===== src/rtl/ctrl_oven_if.sv =====
// Oven controller signal bundle: user/counter requests in, lamp/power/counter controls out.
interface ctrl_oven_if;
    logic half_power;
    logic full_power;
    logic s30;
    logic s60;
    logic s120;
    logic time_set;
    logic door_open;
    logic start;
    logic timeout;
    logic full;
    logic half;
    logic in_light;
    logic finished;
    logic start_count;
    logic stop_count;

    modport master (
        output half_power, full_power, s30, s60, s120, time_set, door_open, start, timeout,
        input  full, half, in_light, finished, start_count, stop_count
    );

    modport slave (
        input  half_power, full_power, s30, s60, s120, time_set, door_open, start, timeout,
        output full, half, in_light, finished, start_count, stop_count
    );
endinterface


===== src/rtl/ctrl_oven.sv =====
// Microwave oven sequencing FSM: power select, time select, door interlock, cook and complete.
// Outputs are registered from the next state so they move on the same edge as the state.
//
// state       | meaning
// IDLE        | no power selected, waiting for a power request
// FULL_PWR    | full power chosen, waiting for a time selection
// HALF_PWR    | half power chosen, waiting for a time selection
// SET_TIME    | one-cycle latch of the time selection
// OP_DISABLED | door open, lamp on, counter paused
// OP_ENABLED  | door closed, waiting for start
// OPERATING   | cooking, external counter running
// COMPLETE    | cook time elapsed, waiting for door open
module ctrl_oven (
    input  logic         clk,
    input  logic         reset,
    ctrl_oven_if.slave   bus
);

    typedef enum logic [2:0] {
        IDLE        = 3'd0,
        FULL_PWR    = 3'd1,
        HALF_PWR    = 3'd2,
        SET_TIME    = 3'd3,
        OP_DISABLED = 3'd4,
        OP_ENABLED  = 3'd5,
        OPERATING   = 3'd6,
        COMPLETE    = 3'd7
    } state_t;

    state_t state;
    state_t state_nxt;
    logic   time_sel;

    assign time_sel = bus.time_set & (bus.s30 | bus.s60 | bus.s120);

    always_comb begin
        state_nxt = state;
        case (state)
            IDLE: begin
                if (bus.full_power)      state_nxt = FULL_PWR;
                else if (bus.half_power) state_nxt = HALF_PWR;
            end
            FULL_PWR: begin
                if (bus.half_power && !bus.full_power) state_nxt = HALF_PWR;
                else if (time_sel)                     state_nxt = SET_TIME;
            end
            HALF_PWR: begin
                if (bus.full_power) state_nxt = FULL_PWR;
                else if (time_sel)  state_nxt = SET_TIME;
            end
            SET_TIME: begin
                state_nxt = bus.door_open ? OP_DISABLED : OP_ENABLED;
            end
            OP_ENABLED: begin
                if (bus.door_open)  state_nxt = OP_DISABLED;
                else if (bus.start) state_nxt = OPERATING;
            end
            OP_DISABLED: begin
                if (!bus.door_open) state_nxt = OP_ENABLED;
            end
            OPERATING: begin
                // an open door must win over a coincident timeout
                if (bus.door_open)    state_nxt = OP_DISABLED;
                else if (bus.timeout) state_nxt = COMPLETE;
            end
            COMPLETE: begin
                if (bus.door_open) state_nxt = IDLE;
            end
            default: state_nxt = IDLE;
        endcase
    end

    always_ff @(posedge clk or negedge reset) begin
        if (!reset) begin
            state           <= IDLE;
            bus.full        <= 1'b0;
            bus.half        <= 1'b0;
            bus.in_light    <= 1'b0;
            bus.finished    <= 1'b0;
            bus.start_count <= 1'b0;
            bus.stop_count  <= 1'b1;
        end else begin
            state <= state_nxt;
            // power indication persists through the cook cycle until IDLE
            case (state_nxt)
                IDLE: begin
                    bus.full <= 1'b0;
                    bus.half <= 1'b0;
                end
                FULL_PWR: begin
                    bus.full <= 1'b1;
                    bus.half <= 1'b0;
                end
                HALF_PWR: begin
                    bus.full <= 1'b0;
                    bus.half <= 1'b1;
                end
                default: begin
                    bus.full <= bus.full;
                    bus.half <= bus.half;
                end
            endcase
            bus.in_light    <= (state_nxt == OP_DISABLED) || (state_nxt == OPERATING);
            bus.finished    <= (state_nxt == COMPLETE);
            bus.start_count <= (state_nxt == OPERATING) && (state != OPERATING);
            bus.stop_count  <= (state_nxt != OPERATING);
        end
    end

endmodule


===== src/flat_wrapper.sv =====
// flat-port wrapper written by rule: the top's interface ports become plain ports
module ctrl_oven_flat 
  (clk, reset, bus_half_power, bus_full_power, bus_s30, bus_s60, bus_s120, bus_time_set, bus_door_open, bus_start, bus_timeout, bus_full, bus_half, bus_in_light, bus_finished, bus_start_count, bus_stop_count);
  ctrl_oven_if bus_i ();
  input  logic clk;
  input  logic reset;
  input wire logic [$bits(bus_i.half_power)-1:0] bus_half_power;
  input wire logic [$bits(bus_i.full_power)-1:0] bus_full_power;
  input wire logic [$bits(bus_i.s30)-1:0] bus_s30;
  input wire logic [$bits(bus_i.s60)-1:0] bus_s60;
  input wire logic [$bits(bus_i.s120)-1:0] bus_s120;
  input wire logic [$bits(bus_i.time_set)-1:0] bus_time_set;
  input wire logic [$bits(bus_i.door_open)-1:0] bus_door_open;
  input wire logic [$bits(bus_i.start)-1:0] bus_start;
  input wire logic [$bits(bus_i.timeout)-1:0] bus_timeout;
  output wire logic [$bits(bus_i.full)-1:0] bus_full;
  output wire logic [$bits(bus_i.half)-1:0] bus_half;
  output wire logic [$bits(bus_i.in_light)-1:0] bus_in_light;
  output wire logic [$bits(bus_i.finished)-1:0] bus_finished;
  output wire logic [$bits(bus_i.start_count)-1:0] bus_start_count;
  output wire logic [$bits(bus_i.stop_count)-1:0] bus_stop_count;
  assign bus_i.half_power = bus_half_power;
  assign bus_i.full_power = bus_full_power;
  assign bus_i.s30 = bus_s30;
  assign bus_i.s60 = bus_s60;
  assign bus_i.s120 = bus_s120;
  assign bus_i.time_set = bus_time_set;
  assign bus_i.door_open = bus_door_open;
  assign bus_i.start = bus_start;
  assign bus_i.timeout = bus_timeout;
  assign bus_full = bus_i.full;
  assign bus_half = bus_i.half;
  assign bus_in_light = bus_i.in_light;
  assign bus_finished = bus_i.finished;
  assign bus_start_count = bus_i.start_count;
  assign bus_stop_count = bus_i.stop_count;
  ctrl_oven u_core (.clk(clk), .reset(reset), .bus(bus_i));
endmodule

===== config.mk =====
export PLATFORM = sky130hd
export DESIGN_NAME = ctrl_oven_flat
export DESIGN_NICKNAME = d
export VERILOG_FILES = /design/src/rtl/ctrl_oven_if.sv /design/src/rtl/ctrl_oven.sv /design/src/flat_wrapper.sv
export SDC_FILE = /design/constraint.sdc
export NUM_CORES = 1
export LEC_CHECK = 0
export CORE_AREA = 4 4 41 43
export CTS_BUF_LIST = sky130_fd_sc_hd__clkbuf_2 sky130_fd_sc_hd__clkbuf_4 sky130_fd_sc_hd__clkbuf_8
export CTS_CLUSTER_DIAMETER = 150
export DETAILED_ROUTE_END_ITERATION = 10
export DIE_AREA = 0 0 45 47
export DONT_BUFFER_PORTS = 1
export PLACE_DENSITY = 0.51
export SYNTH_ARGS = -nofsm -noshare
export SYNTH_HDL_FRONTEND = slang
export SYNTH_SLANG_ARGS = --single-unit
export TNS_END_PERCENT = 5

===== constraint.sdc =====
create_clock -name clk -period 1.4 [get_ports clk]
set_input_delay 0.21 -clock clk [delete_from_list [all_inputs] [get_ports clk]]
set_output_delay 0.21 -clock clk [all_outputs]
set_load 0.1 [all_outputs]

; ---- Word level (Yosys, flattened, before mapping)
; Index checks and enable logic that the tools add are counted.
[totals]
reg_bits = 9
in_bits = 11
out_inout_bits = 6
word_cells = 49
[op_classes]
n_reduce_logical = 10
bitwise_logic = 3
muxes = 15
n_eq_ne = 14
[op_table]
columns = op, n
row1 = 3-bit 2-to-1 mux, 11
row2 = 3-bit case mux with 8 select lines, 1
row3 = "3-bit == test, second input constant", 7
row4 = "3-bit by 2-bit == test with 1-bit output, second input constant", 3
row5 = "3-bit by 1-bit == test with 1-bit output, second input constant", 2
row6 = 3-bit zero test, 2
row7 = "3-bit inequality test, second input constant", 2
row8 = 1-bit case mux with 2 select lines, 2
row9 = 2-bit nonzero test, 2
row10 = 2-bit OR reduction, 2
row11 = 1-bit logical AND, 2
row12 = 1-bit OR, 2
row13 = 1-bit bitwise AND, 1
row14 = 1-bit zero test, 1
row15 = 1-bit logical OR, 1
row16 = 1-bit 2-to-1 mux, 1

; ---- Logic depth before layout (Yosys ltp)
[logic_depth]
depth_word = 9
mapped_depth = 5
ltp_nobuf = 4

; ---- Least setup slack after synthesis
; No wires, ideal clock.
[synth_timing]
path_kind = register to register
startpoint = register, netlist name u_core.bus.full
endpoint = register u_core.bus.full
required_time_ns = 1.280
path_buffers = 0
t_arrival_ns = 1.193
slack_ns = 0.088
stages_incl_launch_ff = 3
synth_period_minus_slack_ns = 1.312
setup_time_ns = 0.120
path_cell_list = dfrtp_1 -> nand3b_1 -> and3b_1
[synth_lines]
columns = element, line
row1 = end signal: assignment, ctrl_oven.sv:99  ; bus.full <= bus.full;
row2 = end: declaration, ctrl_oven_if.sv:26  ; output full, half, in_light, finished, start_count, stop_count

; ---- Final worst setup path
[layout_timing]
startpoint = register u_core.state[0]
endpoint = register u_core.bus.full
[layout_via]
elab_chain_len = 6
elab_cells_between_ends = 26
cone_classes = 9 x eq/ne / 13 x mux / 4 x reduce/logical
[layout_rtl]
columns = element, line
row1 = start: declaration, ctrl_oven.sv:30  ; state_t state;
row2 = start signal: assignment, ctrl_oven.sv:83  ; state <= state_nxt;
row3 = 3-bit 2-to-1 mux (on tied branches) (2 in a row), n/a
row4 = 3-bit case mux with 8 select lines (*), ctrl_oven.sv:38  ; case (state)
row5 = 3-bit by 2-bit == test with 1-bit output or 3-bit zero test (tied branches), ctrl_oven.sv:85  ; case (state_nxt)
row6 = 2-bit OR reduction (no line), n/a
row7 = 1-bit case mux with 2 select lines or 2-bit nonzero test (tied branches), n/a
; Mark *: on every way between the ends. The rest lies on a longest branch, timed or not.
; A chain may end at the register's enable or synchronous reset.

==> flow_metrics.tcl <==
set metrics [dict create \
    ys_ff_latch 9 \
    holdWs_ns 0.164 \
    synth_top_area_cell "dfrtp_1" \
    setup_viol 0 \
    finalCritPeriodShare_pct 98.1 \
    endpoint_kind "flip-flop" \
    core_area_um2 1300 \
    cts_buffer_depth 2 \
    clk_pin_slew_ns 0.06 \
    final_core_util_pct 52.2 \
    post_synth_num_cell_types 29 \
    layout_common_cells "buf_4, dfrtp_1, nor2b_1, clkbuf_4" \
    yosysWarnings 0 \
    htree_levels 1 \
    fillers 125 \
    powerDensity_nw_per_um2 2850 \
    critPathSlowestCell "dfrtp_2" \
    path_class "reg2reg" \
    antennaDiodeCount 0 \
    cts_tree "done" \
    vdd_ir_drop_max_v 0.00129 \
    drtIter0Drc 10 \
    syn_area_um2 507 \
    clock-root-buffer "clkbuf_4" \
    die_y_um 47 \
    numCtsBuffers 3 \
    min_path_type "in2reg" \
    wl_um 1270 \
    setup-tns-final_ns 0 \
    syn_inst 46 \
    yosysSeqAreaShare_pct 44.7 \
    synth_area_leaders "dfrtp_1, dfstp_2, nor2b_1, o2bb2a_4, a21oi_2" \
    num_rows 13 \
    grt_antenna_before_repair 0 \
    r2r_slack_ns 0.03 \
    final_common_cell "buf_4" \
    timing.final.max_slew_violations 0 \
    outcome "finished clean" \
    grt_use_total_pct 12.4 \
    grt_pass1_vias 430 \
    synth.avg_cell_area_um2 11.0 \
    vias 448 \
    clk_latency_ns 0.26 \
    drc_errors 0 \
    clock_sinks 9 \
    io_pins 17 \
    hold_viol_final 0 \
    timing.fmax_mhz 728 \
    clock_skew_ns 0.00324 \
    layout.cells.non_filler 75 \
    cap_violations 0 \
    dp.cells 66 \
    relSlewSlack_pct 65.4 \
    drt-pass1-iter-count 4 \
    arrival_ns 1.52 \
    portBuffers 0 \
    layout-drive-gt1-share_pct 45.0 \
    grt_max_degree 11 \
    routed_via_density 5.97 \
    finalWorstSetupSlack_ns 0.0261 \
    ant_nets 0 \
    path_cells "nor2b_1 -> o31a_1 -> a21oi_2 -> and3b_1" \
    place_ws_ns -0.0106 \
    power.leakage_nw 0.290 \
    die_w_um 45 \
    area_growth_pct 34.1 \
    slowest_delay_ns 0.47 \
    critPathRequiredTime_ns 1.55 \
    synthesis.nets 57 \
    synth.top_cell.area_share_pct 39.5 \
    dp_hpwl_um 877 \
    post-route-min-period_ns 1.37 \
    die_area_um2 2120 \
    finalNetCount 72 \
    gp_congestion 0.839 \
    critical_path.startpoint_type "flip-flop" \
    start_util_pct 38.9 \
    worstMarginPinSlew_ns 0.515 \
    wire_per_inst_um 17.0 \
    grt_pass1_wl_um 1840 \
    worstPathMaxFanout 7 \
    overflow 0 \
    rsz0062_at_grt "true" \
]
## layer usage
layer  track usage (%)  share of wire [%]  vias to the layer above
li1                  -                  -                      201
met1              12.6                 37                      226
met2              21.5                 53                       19
met3              7.66                 10                        2
met4              2.92               0.31                        0
met5                 0                  0                        -
## what timing repair did
item | in CTS | in global routing
pin swaps | 0 | 6
endpoints found under the hold margin | 9 | 2
gates resized for setup | 2 | 9
hold buffers | 1 | 1
buffers inserted | 0 | 3
setup endpoints to repair | 4 | 4
## worst max-delay path, delay by kind of cell, from the launching register on
kind            cells  cell delay [ns]
flops               1             0.47
compound gates      2             0.44
simple gates        2             0.35
## cells in the mapped netlist
library cell / n
o21ai_0: 3
and3b_1: 2
a21o_1: 1
o32ai_2: 1
a21oi_1: 1
buf_4: 1
nor3_1: 1
inv_1: 1
or2_1: 1
nor3b_1: 1
or3_1: 1
nand2_1: 3
o31ai_1: 1
buf_6: 1
o22a_1: 1
dfstp_2: 1
o31a_1: 1
inv_2: 1
a2bb2oi_1: 1
a2111oi_2: 1
nand3b_1: 2
dfrtp_1: 8
o2bb2a_4: 1
nor2_1: 1
and2b_4: 1
o211a_1: 1
a21oi_2: 2
nor2b_1: 4
nand4_1: 1
## path summary, 6_finish.rpt
kind	start	endpoint	cells after the start
min reg2reg	u_core.bus.full$_DFFE_PN0P_	u_core.bus.full$_DFFE_PN0P_	2
max in group asynchronous	reset	u_core.bus.stop_count$_DFF_PN1_	1
min	bus_door_open	u_core.state[0]$_DFF_PN0_	2
max reg2reg	u_core.state[0]$_DFF_PN0_	u_core.bus.full$_DFFE_PN0P_	4
min in group asynchronous	reset	u_core.bus.start_count$_DFF_PN0_	1
max	u_core.state[0]$_DFF_PN0_	u_core.bus.full$_DFFE_PN0P_	4
## stage by stage
stage | instance area (µm²) | total power [mW]
after CTS | 602 | 1.77
after floorplan | 507 | 1.35
final | 679 | 1.94
after global placement | 559 | 1.50
after detailed placement | 559 | 1.52
after global routing | 679 | 2.03
## sequential cells by signal, summed over array words and instances (netlist names)
name	count
u_core.state	3
u_core.bus.finished	1
u_core.bus.full	1
u_core.bus.half	1
u_core.bus.in_light	1
u_core.bus.start_count	1
u_core.bus.stop_count	1
## power breakdown
group          internal (mW)  switching [mW]  total (mW)
Sequential             0.378           0.181       0.560
Clock                  0.129          0.0907       0.220
Combinational          0.438           0.717        1.16
## kinds of logic after synthesis
group	share of synthesized area (%)
AND/OR/NAND/NOR	22.5
AO/OA/AOI/OAI	27.7
flip-flops	44.7
buffers and inverters	5.18
## final cells by class
class | instances | area [µm²] | area share (%)
multi-input cells | 33 | 294 | 43.3
inverters | 2 | 7.51 | 1.10
flip-flops and latches | 9 | 230 | 33.9
well taps | 15 | 18.8 | 2.76
repair buffers | 12 | 98.8 | 14.5
clock buffers | 4 | 30.0 | 4.42
Power figures use the tool's default switching activity.
